===== src/rtl/pll_reset_sequencer.sv =====
// Power-up and recovery sequencer for the rPLL: pulses PLL reset, filters lock,
// waits a settle interval, then releases the downstream system reset.
module pll_reset_sequencer #(
  parameter int RST_CYCLES    = 27,
  parameter int LOCK_TIMEOUT  = 27000,
  parameter int SETTLE_CYCLES = 2700,
  parameter int LOCK_FILTER   = 4,
  parameter int MAX_RETRY     = 3,
  parameter int CNT_W         = 16
) (
  input  logic       clkin,
  input  logic       reset,
  input  logic       pll_lock,
  input  logic       rearm,
  output logic       pll_reset,
  output logic       sys_rst,
  output logic       ready,
  output logic       fault,
  output logic [2:0] state,
  output logic [7:0] lock_loss_cnt
);

  localparam int FILT_W  = $clog2(LOCK_FILTER + 1);
  localparam int RETRY_W = $clog2(MAX_RETRY + 1);

  localparam logic [CNT_W-1:0]   RST_LAST     = CNT_W'(RST_CYCLES - 1);
  localparam logic [CNT_W-1:0]   TIMEOUT_LAST = CNT_W'(LOCK_TIMEOUT - 1);
  localparam logic [CNT_W-1:0]   SETTLE_LAST  = CNT_W'(SETTLE_CYCLES - 1);
  localparam logic [FILT_W-1:0]  FILT_LAST    = FILT_W'(LOCK_FILTER - 1);
  localparam logic [RETRY_W-1:0] RETRY_LIMIT  = RETRY_W'(MAX_RETRY);

  typedef enum logic [2:0] {
    RST_PLL   = 3'd0,
    WAIT_LOCK = 3'd1,
    SETTLE    = 3'd2,
    RUN       = 3'd3,
    FAULT     = 3'd4
  } state_e;

  state_e             st, st_nxt;
  logic [CNT_W-1:0]   interval_cnt;
  logic [FILT_W-1:0]  filt_cnt, filt_nxt;
  logic [RETRY_W-1:0] retry_cnt, retry_nxt;
  logic [7:0]         loss_nxt;
  logic [1:0]         lock_sync;
  logic               lock_s;
  logic               attempt_fail;

  assign lock_s = lock_sync[1];
  assign state  = st;

  // Two-flop synchroniser; pll_lock is asynchronous to clkin.
  always_ff @(posedge clkin) begin
    if (reset) lock_sync <= '0;
    else       lock_sync <= {lock_sync[0], pll_lock};
  end

  // NOTE: every always_comb output gets a default first so no path can infer a latch.
  always_comb begin
    st_nxt       = st;
    retry_nxt    = retry_cnt;
    loss_nxt     = lock_loss_cnt;
    filt_nxt     = '0;
    attempt_fail = 1'b0;

    case (st)
      RST_PLL: begin
        if (interval_cnt == RST_LAST) st_nxt = WAIT_LOCK;
      end
      WAIT_LOCK: begin
        filt_nxt = lock_s ? filt_cnt + FILT_W'(1) : '0;
        // Lock acceptance beats a coincident timeout.
        if (lock_s && filt_cnt == FILT_LAST)  st_nxt = SETTLE;
        else if (interval_cnt == TIMEOUT_LAST) attempt_fail = 1'b1;
      end
      SETTLE: begin
        if (!lock_s) begin
          attempt_fail = 1'b1;
        end else if (interval_cnt == SETTLE_LAST) begin
          st_nxt    = RUN;
          retry_nxt = '0;
        end
      end
      RUN: begin
        if (!lock_s) begin
          st_nxt = RST_PLL;
          if (lock_loss_cnt != 8'hff) loss_nxt = lock_loss_cnt + 8'd1;
        end
      end
      FAULT: begin
        if (rearm) begin
          st_nxt    = RST_PLL;
          retry_nxt = '0;
        end
      end
      default: st_nxt = RST_PLL;
    endcase

    if (attempt_fail) begin
      retry_nxt = retry_cnt + RETRY_W'(1);
      st_nxt    = (retry_nxt == RETRY_LIMIT) ? FAULT : RST_PLL;
    end
  end

  // Outputs are decoded from the next state so they change on the same edge as state.
  // NOTE: sequential state uses non-blocking assignments only, so every register sees pre-edge values.
  always_ff @(posedge clkin) begin
    if (reset) begin
      st            <= RST_PLL;
      interval_cnt  <= '0;
      filt_cnt      <= '0;
      retry_cnt     <= '0;
      lock_loss_cnt <= '0;
      pll_reset     <= 1'b1;
      sys_rst       <= 1'b1;
      ready         <= 1'b0;
      fault         <= 1'b0;
    end else begin
      st            <= st_nxt;
      interval_cnt  <= (st_nxt != st) ? '0 : interval_cnt + CNT_W'(1);
      filt_cnt      <= filt_nxt;
      retry_cnt     <= retry_nxt;
      lock_loss_cnt <= loss_nxt;
      pll_reset     <= (st_nxt == RST_PLL) || (st_nxt == FAULT);
      sys_rst       <= (st_nxt != RUN);
      ready         <= (st_nxt == RUN);
      fault         <= (st_nxt == FAULT);
    end
  end

endmodule


===== config.mk =====
export PLATFORM = sky130hd
export DESIGN_NAME = pll_reset_sequencer
export DESIGN_NICKNAME = d
export VERILOG_FILES = /design/src/rtl/pll_reset_sequencer.sv
export SDC_FILE = /design/constraint.sdc
export NUM_CORES = 1
export LEC_CHECK = 0
export ABC_CLOCK_PERIOD_IN_PS = 2300
export BUFFER_PORTS_ARGS = -buffer_cell sky130_fd_sc_hd__buf_2
export CAP_MARGIN = 20
export CORE_MARGIN = 2
export CORE_UTILIZATION = 57
export CTS_CLUSTER_DIAMETER = 200
export DETAILED_ROUTE_END_ITERATION = 12
export PLACE_DENSITY_LB_ADDON = 0.2
export SLEW_MARGIN = 10
export SYNTH_ARGS = -nofsm -noshare
export SYNTH_HDL_FRONTEND = slang
export SYNTH_SLANG_ARGS = --single-unit

===== constraint.sdc =====
create_clock -name clkin -period 2.3 [get_ports clkin]
set_input_delay 0.46 -clock clkin [delete_from_list [all_inputs] [get_ports clkin]]
set_output_delay 0.46 -clock clkin [all_outputs]
set_load 0.02 [all_outputs]

==> Yosys cells after proc, flatten, opt, wreduce, memory -nomap -nowiden <==
Index checks and enable logic that the tools add are counted.
{ "classes": {"mux": 18, "eq_ne": 17, "add_sub_neg": 4, "n_bitwise": 2, "n_reduce_logical": 9} }
{ "op_table": {"columns": ["cell", "n"], "rows": [
  ["two-way mux 3 bit", 8],
  ["adder 16 x 1 -> 16 bit (second input constant)", 1],
  ["equality test 16 x 12 -> 1 bit (second input constant)", 1],
  ["equality test 16 x 15 -> 1 bit (second input constant)", 1],
  ["equality test 16 x 5 -> 1 bit (second input constant)", 1],
  ["one-hot mux 3 bit (5 select lines)", 1],
  ["equality test 3 x 2 -> 1 bit (second input constant)", 4],
  ["inequality test 3 bit (second input constant)", 3],
  ["adder 8 x 1 -> 8 bit (second input constant)", 1],
  ["two-way mux 2 bit", 4],
  ["inequality test 8 bit (second input constant)", 1],
  ["equality test 3 bit (second input constant)", 2],
  ["zero test 3 bit", 2],
  ["one-hot mux 2 bit (2 select lines)", 1],
  ["AND reduction 4 bit", 1],
  ["adder 3 x 1 -> 3 bit (second input constant)", 1],
  ["equality test 3 x 1 -> 1 bit (second input constant)", 1],
  ["two-way mux 1 bit", 3],
  ["inequality test 3 x 2 -> 1 bit (second input constant)", 1],
  ["inequality test 3 bit", 1],
  ["AND reduction 3 bit", 1],
  ["nonzero test 3 bit", 1],
  ["OR reduction 3 bit", 1],
  ["adder 2 x 1 -> 2 bit (second input constant)", 1],
  ["6 further kinds", 7]
]} }
{ "word_totals": {"wordCells": 60, "ff_bits": 38} }

==> Depth between registers and ports, before layout <==
{ "logic_depth": {"ltp_word": 7, "depth_mapped": 8, "depth_no_buf": 7} }

==> Worst setup path after synthesis <==
Ideal clock, no wire load.
{ "synth_timing": {"kind": "reg2reg", "from": "register st[0], in the netlist state[0]", "to": "register interval_cnt[6]", "setup_time_ns": 0.064, "stages_incl_launch_ff": 8, "arrival_ns": 1.668, "required_time_ns": 2.236, "path_slack_ns": 0.569, "path_cell_list": "dfxtp_1 > buf_4 > nor2_1 > a31o_1 > a2111oi_4 > o2111ai_2 > buf_6 > nor2_1"} }
{ "synth_between": {"elab_chain_cells": 6} }
{ "synth_rtl": {"columns": ["item", "line", "source"], "rows": [
  ["from (decl)", "40", "state_e st, st_nxt;"],
  ["from (signal assigned)", "119", "st <= st_nxt;"],
  ["two-way mux 3 bit", "79", "end else if (interval_cnt == SETTLE_LAST) begin"],
  ["two-way mux 3 bit", "77", "if (!lock_s) begin"],
  ["one-hot mux 3 bit (5 select lines)", "66", "case (st)"],
  ["two-way mux 3 bit", "99", "if (attempt_fail) begin"],
  ["inequality test 3 bit (*)", "120", "interval_cnt <= (st_nxt != st) ? '0 : interval_cnt + CNT_W'(1);"],
  ["OR reduction 2 bit (no source line) (*)", null, null],
  ["to (signal assigned)", "120", null],
  ["to (decl)", "41", "logic [CNT_W-1:0] interval_cnt;"]
]} }
Every way passes the cells marked *; elsewhere a longest branch is shown, timed or not.
A chain may end at the register's enable or synchronous reset.

==> Worst setup path after layout <==
{ "layout_timing": {"from": "register filt_cnt[0]", "to": "register interval_cnt[12]"} }
{ "layout_between": {"elab_chain_cells": 7} }
{ "layout_rtl": {"columns": ["item", "line", "source"], "rows": [
  ["from (decl)", "42", "logic [FILT_W-1:0] filt_cnt, filt_nxt;"],
  ["from (signal assigned)", "121", "filt_cnt <= filt_nxt;"],
  ["equality test 3 x 2 -> 1 bit (*)", "73", "if (lock_s && filt_cnt == FILT_LAST) st_nxt = SETTLE;"],
  ["logical AND 1 bit (*)", "73", null],
  ["two-way mux 3 bit or two-way mux 1 bit (tied branches)", "73", null],
  ["one-hot mux 3 bit (5 select lines) or one-hot mux 1 bit (2 select lines) (tied branches)", "66", null],
  ["two-way mux 3 bit (*)", "99", null],
  ["inequality test 3 bit (*)", "120", null],
  ["OR reduction 2 bit (no source line) (*)", null, null]
]} }
Marked as above.

==> summary.txt <==
CTS
  – Root buffer cell: clkbuf_4
  – CTS tree: built
  – CTS resizes: 0
  – Clock Sinks: 38
  – Clock Path Buffers: 2
  – Hold Buf Count CTS: 0
  – Htree depth: 2
  – Clk_lat worst skew: 0.35 ns
  – Num CTS Buffers: 5
  – Reg clk slew, reported paths: 0.10 ns
  – Setup repair bufs after CTS: 0

Worst setup path
  – Critical path type: reg2reg
  – Critical path peak fanout: 4
  – FF-to-FF setup slack: just over 0.3 ns
  – Crit path arrival time: about 2.2 ns
  – CP Capture Type: register
  – Critical Path Source Type: register
  – CP required: between 2 and 3 ns

Global routing
  – Congestion Overflow GR: 0
  – Global-route wire length before repair: roughly 6 mm
  – Total GRT Usage: a little over a fifth
  – Largest net degree at the start of global routing: 21
  – Initial antenna violation count: 0
  – Vias in the first global route: 1400

Floorplanning
  – Initial Util: around 60%
  – Row cnt: 20
  – I/O Pins: 19
  – Core ar.: a little over 0.003 sq mm
  – Die ar.: 0.00371 sq mm
  – Die Y: between 60 and 70 um
  – Die width: around 61 um

STA
  – Period utilization: between 80 and 90%
  – # setup viols final: 0
  – Slew Viols, Final: 0
  – Final WS setup: about 0.30 ns
  – Hold_ws: approximately 0.32 ns
  – Worst Skew: 0.00926 ns
  – Worst rel slew slack: roughly 65%
  – RSZ-0062 raised after global routing: false
  – Peak Freq: between 500 and 600 MHz
  – Setup TNS: 0 ns
  – Slew @ Worst Pin: 0.530 ns
  – Fin crit period: between 1.5 and 2 ns
  – Hold Vio Cnt, Final: 0

Logic synthesis
  – Flops & latches, synth: 38
  – Dominant cell type by area after synthesis: dfxtp_1
  – Main synth FF type: dfxtp_1
  – Synth async-reset ratio: 0%
  – Distinct cell type count after synthesis: 45
  – Warnings from Yosys: 0
  – Post-synth EDFFs: 0
  – Syn Area/Cell: 8.91 sq um
  – Post-synth top area share: 41.2%
  – Register area share after synthesis: about two fifths
  – Synthesized instance count: between 200 and 250
  – Area contributors post-synth: dfxtp_1, nor2_1, xor2_1
  – Synthesized Nets: between 200 and 250
  – Post-Syn Area: ~0.0018 sq mm

Pwr
  – Power per cell area: approximately 520 mW/mm^2
  – Leakage power: between 0.7 and 0.8 nW
  – Peak VDD IR: ~0.00038 V

Place
  – Worst slack, placed: 0.251 ns
  – Placed cells: 264
  – Placer Congestion: roughly 0.83
  – Port Buffers: 18
  – DP Wirelength: 2.70 mm

Outcome
  – Status: finished clean

Finish
  – Final Net Count: ~240
  – Commonest cells after routing, fill and taps aside: dfxtp_1, nor2_1, buf_2
  – Number of non-filler instances in the completed layout: between 200 and 300
  – Post-layout util: between 60% and 70%
  – Layout cells sized above 1: about 14%
  – N_diodes: 0
  – Syn-to-layout area delta: 9.36%
  – Most common cell after layout, fill and taps aside: dfxtp_1

Detailed routing
  – Initial DRC count: between 100 and 150
  – DR vias: between 1500 and 2000
  – Routed Antenna Nets: 0
  – Avg WL per Cell: approximately 13 um
  – Drt first pass iters: 4
  – Vias per inst: around 5.6
  – DRC Markers: 0
  – Drt total wl: ~3.6 mm

Min path
  – Hold/Removal Path Class: in2reg

Job
  – Max cap viols: 0
==> power breakdown <==
part	total, mW	internal [mW]	switching [mW]
clock	0.337	0.138	0.199
sequential	0.672	0.664	0.00870
combinational	0.0350	0.0148	0.0202
total	1.04	0.816	0.228
==> per-layer routing <==
layer	share of wire, %	track usage, %	vias up	wire [um]
li1	-	-	757	-
met1	45	25.7	733	1620
met2	49	38.1	28	1770
met3	3.5	6.61	6	125
met4	1.6	7.45	0	58
met5	0	0	-	0
==> state kept, by name, summed over array words and instances (netlist names) <==
| name | flops |
|---|---|
| fault | 1 |
| filt_cnt | 3 |
| interval_cnt | 16 |
| lock_loss_cnt | 8 |
| lock_sync | 2 |
| pll_reset | 1 |
| ready | 1 |
| retry_cnt | 2 |
| state | 3 |
| sys_rst | 1 |
==> through the flow <==
| step | area [sq um] | power (mW) |
|---|---|---|
| 6_report | 2020 | 1.04 |
| 5_1_grt | 2020 | 1.09 |
| 4_1_cts | 2010 | 1.05 |
| 3_5_place_dp | 1950 | 0.721 |
| 3_3_place_gp | 1950 | 0.719 |
| 2_1_floorplan | 1840 | 0.713 |
==> cell families (layout without fill, tap and decap cells) <==
family | count (synthesis) | after routing | share of synthesized area [%]
simple gates | 101 | 101 | 29.3
compound gates | 24 | 24 | 10.2
flops | 38 | 38 | 41.2
buf+inv | 16 | 35 | 4.34
mux | 3 | 3 | 1.76
xor+xnor | 19 | 19 | 9.02
fa+ha+maj | 6 | 6 | 4.07
==> cell type report <==
cell class	count	area [sq um]
fillers	255	1060
multi-input cells	153	1010
flip-flops and latches	38	761
repair buffers	19	97.6
well taps	44	55.1
clock buffers	6	51.3
inverters	10	37.5
==> Yosys cell counts (2+ instances only) <==
master,instances
nand3_1,10
clkbuf_1,2
nor2_1,35
a21oi_1,5
o22ai_1,2
and4bb_2,2
dfxtp_1,38
mux2_2,2
nor3_1,7
nor4b_1,2
o21ai_0,5
and3_1,3
xor2_1,12
nand4_1,7
nand2_1,11
or3_1,2
xnor2_1,7
ha_1,6
and3b_1,3
nand2b_1,2
and2_1,2
and4_1,2
o211ai_1,3
or2b_1,2
inv_1,10
nor2b_1,5
buf_6,2
==> worst paths after layout <==
check,start,depth (start not counted),endpoint
setup / recovery,filt_cnt[0],7,interval_cnt[12]
hold / removal,pll_lock,2,lock_sync[0]
setup reg to reg,filt_cnt[0],7,interval_cnt[12]
hold reg to reg,filt_cnt[0],1,filt_cnt[0]
==> critical path, cell delays in order (launching register included) <==
cell,delay [ns]
dfxtp_1,0.33
ha_1,0.19
ha_1,0.21
nand2_1,0.13
nor3b_1,0.21
nand4_1,0.25
o21ai_0,0.46
nor2_1,0.09
Note: power is estimated with default switching activity, not from simulation.
